**config.mk**
```make
export PLATFORM = sky130hd
export DESIGN_NAME = dot_matrix_scan
export DESIGN_NICKNAME = d
export VERILOG_FILES = /design/src/rtl/dot_matrix_pkg.sv /design/src/rtl/dot_matrix_scan_divider.sv /design/src/rtl/dot_matrix_scan.sv
export SDC_FILE = /design/constraint.sdc
export NUM_CORES = 1
export LEC_CHECK = 0
export CAP_MARGIN = 20
export CORE_MARGIN = 2
export CORE_UTILIZATION = 49
export CTS_CLUSTER_DIAMETER = 150
export DETAILED_ROUTE_END_ITERATION = 7
export PLACE_DENSITY = 0.88
export SLEW_MARGIN = 20
export SYNTH_ARGS = -nofsm -noshare
export SYNTH_HDL_FRONTEND = slang
export SYNTH_SLANG_ARGS = --single-unit
export TNS_END_PERCENT = 10
```
**constraint.sdc**
```tcl
create_clock -name clk -period 3.3 [get_ports clk]
set_clock_uncertainty 0.2 [all_clocks]
set_input_delay 0.66 -clock clk [delete_from_list [all_inputs] [get_ports clk]]
set_output_delay 0.66 -clock clk [all_outputs]
set_load 0.01 [all_outputs]
```
**src/rtl/dot_matrix_pkg.sv**
```systemverilog
// Shared state encoding and matrix geometry for the 16x16 dot-matrix row scanner.
package dot_matrix_pkg;
    localparam int MATRIX_ROWS = 16;
    localparam int MATRIX_COLS = 16;

    typedef enum logic [1:0] {IDLE, FETCH, SHOW, BLANK} scan_state_t;
endpackage

```
**src/rtl/dot_matrix_scan_divider.sv**
```systemverilog
// Terminal-count dwell counter: counts up from 0 while clr is low; done is high while count equals term.
module scan_divider #(
    parameter int WIDTH = 8
) (
    input  logic             clk,
    input  logic             rst,
    input  logic             clr,
    input  logic [WIDTH-1:0] term,
    output logic [WIDTH-1:0] count,
    output logic             done
);
    always_ff @(posedge clk or posedge rst) begin
        if (rst) begin
            count <= '0;
        end else if (clr) begin
            count <= '0;
        end else begin
            count <= count + WIDTH'(1);
        end
    end

    assign done = (count == term);
endmodule

```
**src/rtl/dot_matrix_scan.sv**
```systemverilog
// Row scanner for a 16x16 dot matrix: FETCH a ROM row, SHOW it for CLK_DIV cycles, optionally BLANK.
// Define SCAN_BLANK_EN to insert BLANK_CYC dark cycles between rows.
module dot_matrix_scan
    import dot_matrix_pkg::*;
#(
    parameter int CLK_DIV   = 50000,
    parameter int BLANK_CYC = 4
) (
    input  logic                   clk,
    input  logic                   rst,
    input  logic                   en,
    output logic [3:0]             row_bin,
    input  logic [MATRIX_COLS-1:0] col_in,
    output logic [MATRIX_ROWS-1:0] row_out,
    output logic [MATRIX_COLS-1:0] col_out,
    output logic                   frame_tick
);
    localparam int DIV_W = $clog2(CLK_DIV);
    localparam int BLK_W = $clog2(BLANK_CYC);
    localparam int CNT_W = (DIV_W > BLK_W) ? DIV_W : BLK_W;

    localparam logic [CNT_W-1:0]       SHOW_LAST = CNT_W'(CLK_DIV - 1);
    localparam logic [CNT_W-1:0]       TICK_AT   = CNT_W'(CLK_DIV - 2);
    localparam logic [MATRIX_ROWS-1:0] ROW0      = MATRIX_ROWS'(1);
    localparam logic [3:0]             LAST_ROW  = 4'(MATRIX_ROWS - 1);

    scan_state_t      state;
    logic [3:0]       row;
    logic [CNT_W-1:0] term;
    logic [CNT_W-1:0] cnt;
    logic             done;
    logic             clr;

`ifdef SCAN_BLANK_EN
    localparam logic [CNT_W-1:0] BLANK_LAST = CNT_W'(BLANK_CYC - 1);
    assign term = (state == BLANK) ? BLANK_LAST : SHOW_LAST;
`else
    assign term = SHOW_LAST;
`endif

    // Clearing on every exit means the count always starts at 0 in the state being entered.
    assign clr = !en || (state == IDLE) || (state == FETCH) || done;

    scan_divider #(.WIDTH(CNT_W)) u_div (
        .clk   (clk),
        .rst   (rst),
        .clr   (clr),
        .term  (term),
        .count (cnt),
        .done  (done)
    );

    always_ff @(posedge clk or posedge rst) begin
        if (rst) begin
            state      <= IDLE;
            row        <= '0;
            row_bin    <= '0;
            row_out    <= '0;
            col_out    <= '0;
            frame_tick <= 1'b0;
        end else if (!en) begin
            state      <= IDLE;
            row        <= '0;
            row_bin    <= '0;
            row_out    <= '0;
            col_out    <= '0;
            frame_tick <= 1'b0;
        end else begin
            frame_tick <= 1'b0;
            case (state)
                IDLE: state <= FETCH;
                FETCH: begin
                    state   <= SHOW;
                    row_out <= ROW0 << row;
                    col_out <= col_in;
                end
                SHOW: begin
                    if (done) begin
                        row     <= row + 4'd1;
                        row_out <= '0;
                        col_out <= '0;
`ifdef SCAN_BLANK_EN
                        state   <= BLANK;
`else
                        state   <= FETCH;
                        row_bin <= row + 4'd1;
`endif
                    end else begin
                        // Registered, so raised one cycle early to land on the last SHOW cycle.
                        frame_tick <= (row == LAST_ROW) && (cnt == TICK_AT);
                    end
                end
`ifdef SCAN_BLANK_EN
                BLANK: begin
                    if (done) begin
                        state   <= FETCH;
                        row_bin <= row;
                    end
                end
`endif
                default: state <= IDLE;
            endcase
        end
    end
endmodule

```
# Yosys cells after proc, flatten, opt, wreduce, memory -nomap -nowiden

Index checks and enable logic that the tools add are counted.

Logic and storage cells: 41
Register bits: 55
Output and inout bits: 37

Add/sub/neg operators: 2
Equal/unequal tests: 9
Muxes and demuxes: 15
Shifts and indexed selects: 1
Reduce and logical (&&, ||, !) cells: 8

Operator list:

| operator                                               | number |
|---|---|
| 2-to-1 mux 16 bit                                      | 4 |
| one-hot mux 16 bit (2 select lines)                    | 2 |
| equality test 16 bit (second input constant)           | 2 |
| adder 16 x 1 -> 16 bit (second input constant)         | 1 |
| << shifter 1 x 4 -> 16 bit (first input constant)      | 1 |
| 2-to-1 mux 4 bit                                       | 3 |
| one-hot mux 2 bit (3 select lines)                     | 1 |
| adder 4 x 1 -> 4 bit (second input constant)           | 1 |
| equality test 4 bit (second input constant)            | 1 |
| 2-to-1 mux 2 bit                                       | 2 |
| inequality test 2 x 1 -> 1 bit (second input constant) | 2 |
| AND reduction 2 bit                                    | 2 |
| logical OR 1 bit                                       | 3 |
| 2-to-1 mux 1 bit                                       | 3 |
| inequality test 3 x 1 -> 1 bit (second input constant) | 1 |
| inequality test 3 bit (second input constant)          | 1 |
| equality test 2 x 1 -> 1 bit (second input constant)   | 1 |
| equality test 2 bit (second input constant)            | 1 |
| logical NOT 2 bit                                      | 1 |
| logical AND 1 bit                                      | 1 |
| logical NOT 1 bit                                      | 1 |

# Logic depth before layout (Yosys ltp)

Depth in word-level cells: 5
Depth in mapped cells: 7

# By module

A second synthesis with hierarchy kept.

Cells, all modules: 255
Area total of the unflattened synthesis: 2795.2 µm²

By module, submodules not included:

| module          | area each (µm²) | cells an instance | instances |
|---|---|---|---|
| dot_matrix_scan | 1790.5          | 151               | 1 |
| scan_divider    | 1004.7          | 104               | 1 |

# Worst setup path before layout

Ideal clock, no wire load.

Path kind: reg-to-reg
Start: register u_div.count[7]
End: register row[3]
Cell stages (with the launch flop): 6
Required time: 3.023 ns
Period minus slack after synthesis: 2.486 ns
Buffers on the path: 1
Setup slack: 0.814 ns
Data arrival time: 2.208 ns
Cell sequence: dfrtp_1 or4b_4 or4_1 buf_2 or4_1 a21oi_1

Word-level cells in the longest chain between the ends: 3

Ends and longest elaborated chain:

| what                                            | line                          | RTL |
|---|---|---|
| from (decl)                                     | dot_matrix_scan_divider.sv:9  | `output logic [WIDTH-1:0] count,` |
| from (signal assigned)                          | dot_matrix_scan_divider.sv:18 | `count <= count + WIDTH'(1);` |
| equality test 16 bit                            | dot_matrix_scan_divider.sv:22 | `assign done = (count == term);` |
| inequality test 2 x 1 -> 1 bit (no source line) | -                             |  |
| AND reduction 2 bit (no source line)            | -                             |  |
| to (signal assigned)                            | dot_matrix_scan.sv:79         | `row <= row + 4'd1;` |
| to (decl)                                       | dot_matrix_scan.sv:28         | `logic [3:0] row;` |

No other way between the ends.
A chain may end at the register's enable or synchronous reset.

# Worst setup path after layout

Start: register u_div.count[12]
End: register row_out[9]

Word-level cells in the longest chain between the ends: 3

Ends and longest elaborated chain:

| what                                   | line                          | RTL |
|---|---|---|
| equality test 16 bit                   | dot_matrix_scan_divider.sv:22 |  |
| inequality test 3 bit (no source line) | -                             |  |
| AND reduction 2 bit (no source line)   | -                             |  |
| to (signal assigned)                   | dot_matrix_scan.sv:74         | `row_out <= ROW0 << row;` |
| to (decl)                              | dot_matrix_scan.sv:14         | `output logic [MATRIX_ROWS-1:0] row_out,` |

No other way between the ends.

==> key figures <==
STA
  • Setup violators final: 0
  • Max Clk Rate: 0.377 GHz
  • Setup TNS: 0 ps
  • Hold_ws: 296 ps
  • Worst Tran Pin Value: 726 ps
  • Slew HR: 51.1%
  • Unrepaired setup endpoints after global routing: no
  • Crit path time final: 2660 ps
  • Crit share post-route: 80.5%
  • Slew Viols, Final: 0
  • Fin. Hold Viols: 0

GRT
  • First-pass GRT wire length: 8660 µm
  • Congestion Overflow GR: 0
  • Total track usage: 20.6%
  • Vias in the first global route: 1792
  • Largest net degree at the start of global routing: 30
  • Antenna violations before repair: 0

Detailed routing
  • Vias per inst: 5.55
  • Met2 wire length: 2540 µm
  • DR vias: 1903
  • Met1 WL: 2310 µm
  • Drt first pass iters: 4
  • Drt wl/cell: 15.4 µm
  • WL final: 5300 µm
  • Initial DRC Count: 124
  • # DRC: 0
  • Antenna Nets Post-Route: 0
  • Uppermost layer routed: met4
  • Met3 routed WL: 386 µm

Hold path
  • Hold path startpoint: row_out[15]$_DFFE_PP0P_
  • Worst Hold End: row_out[15]$_DFFE_PP0P_
  • HP Class: flop to flop
  • Worst Hold Depth: 1

Clocking
  • Num CTS Buffers: 5
  • Clk sinks: 55
  • Post-CTS Repair Setup Buffers: 0
  • CTS Root Cell: clkbuf_8
  • H-tree levels: 2
  • Clk buf depth: 2
  • Reg clk slew, reported paths: 90 ps
  • Clock Latency Late Sink: 310 ps
  • CTS tree: done
  • Hold_buf cts: 0
  • Post-CTS resize count: 0

Logic synthesis
  • Number of synthesized flops with an enable pin: 0
  • List of most frequent post-synthesis cells: dfrtp_1, nor2_1, a22o_1, xnor2_1, inv_1
  • Mux cell area share after synthesis: 0%
  • Syn avg cell area: 11.0 µm²
  • Largest family of logic cells by synthesized area: simple AND/OR/NAND/NOR gates
  • XOR/XNOR Fraction of Synth Area: 5.06%
  • Post-Syn Instances: 220
  • Cell with the most instances after synthesis: dfrtp_1
  • Sequential area share after synthesis: 56.8%
  • Post-synthesis async set-or-reset flop share: 100%
  • Synth Area in Adders: 4.13%
  • Distinct cells, synth: 36
  • Synth Area in Compound Gates: 13.8%
  • YS warnings: 0
  • Share of the synthesized area in the top cell type: 56.8%
  • Dominant synthesized flop cell: dfrtp_1
  • Yosys reg bits: 55
  • Syn Nets: 247
  • Yosys top cell by area: dfrtp_1
  • Post-Synth Simple-Gate Area: 16.7%
  • Post-synthesis cell area: 2420 µm²
  • Top post-synthesis cells by area: dfrtp_1, a22o_1, xnor2_1

Worst setup path
  • Slowest-stage cell, CP: or4b_2
  • Crit. End Element: flop
  • Internal reg-to-reg setup slack: 640 ps
  • RR Endpoint: row_out[9]$_DFFE_PP0P_
  • Setup crit start kind: flop
  • Setup Crit Path Kind: flop to flop
  • CP required: 3310 ps
  • CP Cell Sequence: or4b_2 -> nor4_1 -> o21ai_1 -> buf_4 -> a22o_1
  • Reg2reg start: u_div.count[12]$_DFF_PP0_
  • Crit-path max cell delay: 670 ps
  • Crit-path max FO: 22
  • R2R depth: 5
  • Critical Path AT: 2660 ps

Power
  • Sequential power share: 57.5%
  • Peak supply drop: 0.197 mV
  • Pleak: 1.30 nW
  • Clock power frac: 28.6%
  • Pwr dens: 397 nW/µm²
  • Sw frac: 25.2%
  • Sw Pwr: 0.314 mW
  • Logic pwr share: 13.9%
  • P_int: 0.931 mW

Cells and area
  • Filler cells: 373
  • Nets: 302
  • Layout cells sized above 1: 5.80%
  • N_diodes: 0
  • Area grow syn2layout: 29.4%

Floorplan
  • Die height: 74.3 µm
  • Top Ports: 56
  • Die width: 74.3 µm
  • Core area: 4750 µm²
  • # rows: 25
  • Initial core utilization: 50.9%
  • Die ar.: 5520 µm²

Placed design
  • Hpwl dp: 3830 µm
  • Buffers on Ports: 55
  • GP Congestion: 0.819

Flow run
  • Max-cap viol count: 0

Status
  • Status: finished clean
-- cell families after synthesis --
kind of cell	after synthesis
AO/OA/AOI/OAI	43
XOR/XNOR	14
adder cells (fa/ha/maj)	8
buffers and inverters	22
flip-flops	55
AND/OR/NAND/NOR	78
-- critical path: cells and delay by family, from the launching register on --
family | cells | cell delay (ps)
flops | 1 | 450
compound gates | 2 | 400
simple gates | 2 | 1250
buf+inv | 1 | 240
-- metal layers --
metal | up-vias | GRT usage (%)
met5 | - | 0
met4 | 0 | 6.75
met3 | 5 | 5.28
met2 | 64 | 33.6
met1 | 927 | 27.1
li1 | 907 | -
-- through the flow --
step                utilization [%]  instance area, µm²  std cells  setup WS (ps)  power, mW
finish                         65.9                3140        343            645       1.25
global route                   65.9                3140        343            417       1.30
CTS                            65.9                3140        343            646       1.26
detailed placement             64.2                3050        335            671      0.904
global placement               64.2                3050        335            784      0.899
floorplan                         -                2420        220            814      0.812
-- state kept, by name (all words and copies together) (netlist names) --
register / cells
frame_tick: 1
row: 4
col_out: 16
row_out: 16
state: 2
u_div.count: 16
-- power groups by stage --
stage,clock network [mW],logic (mW),registers [mW]
2_1_floorplan,0,0.0744,0.738
3_3_place_gp,0,0.171,0.728
3_5_place_dp,0,0.174,0.730
4_1_cts,0.366,0.175,0.716
5_1_grt,0.393,0.189,0.719
6_report,0.357,0.173,0.716
-- how the worst max path moves through the flow --
| stage | from | to | slack, ps | cells past startpoint |
|---|---|---|---|---|
| after floorplan | u_div.count[7]$_DFF_PP0_ | row[3]$_DFFE_PP0P_ | 810 | 5 |
| after global placement | u_div.count[7]$_DFF_PP0_ | row[3]$_DFFE_PP0P_ | 780 | 4 |
| after detailed placement | u_div.count[7]$_DFF_PP0_ | row_out[10]$_DFFE_PP0P_ | 670 | 5 |
| after CTS | u_div.count[12]$_DFF_PP0_ | row_out[10]$_DFFE_PP0P_ | 650 | 5 |
| after global routing | u_div.count[0]$_DFF_PP0_ | row_out[9]$_DFFE_PP0P_ | 420 | 6 |
| final | u_div.count[12]$_DFF_PP0_ | row_out[9]$_DFFE_PP0P_ | 640 | 5 |
-- layout by cell type, fill, tap and decap left out, types with 2 or more instances in the layout --
cell | Yosys | routed
and2_1 | 2 | 2
nand2b_1 | 2 | 2
xnor2_1 | 13 | 13
nor3_1 | 5 | 5
nand4_1 | 7 | 7
clkdlybuf4s50_1 | 0 | 55
buf_4 | 0 | 2
nor2_1 | 27 | 27
ha_1 | 8 | 8
clkinv_2 | 0 | 3
clkbuf_8 | 0 | 5
nand2_1 | 7 | 7
a22o_1 | 20 | 20
inv_1 | 12 | 11
a32o_1 | 2 | 2
a32oi_1 | 3 | 3
nor4_1 | 7 | 7
a22oi_1 | 3 | 3
or4_1 | 2 | 2
a21oi_1 | 4 | 4
dfrtp_1 | 55 | 55
nand3_1 | 10 | 10
o21ai_0 | 6 | 5
-- cell type report --
cell class              instances  area (µm²)  area share, %
flip-flops and latches         55        1380           43.9
multi-input cells             143         961           30.6
repair buffers                 58         586           18.7
well taps                      67        83.8           2.67
clock buffers                   5        68.8           2.19
inverters                      12        45.0           1.44
clock inverters                 3        15.0          0.479
Note: power is estimated with default switching activity, not from simulation.
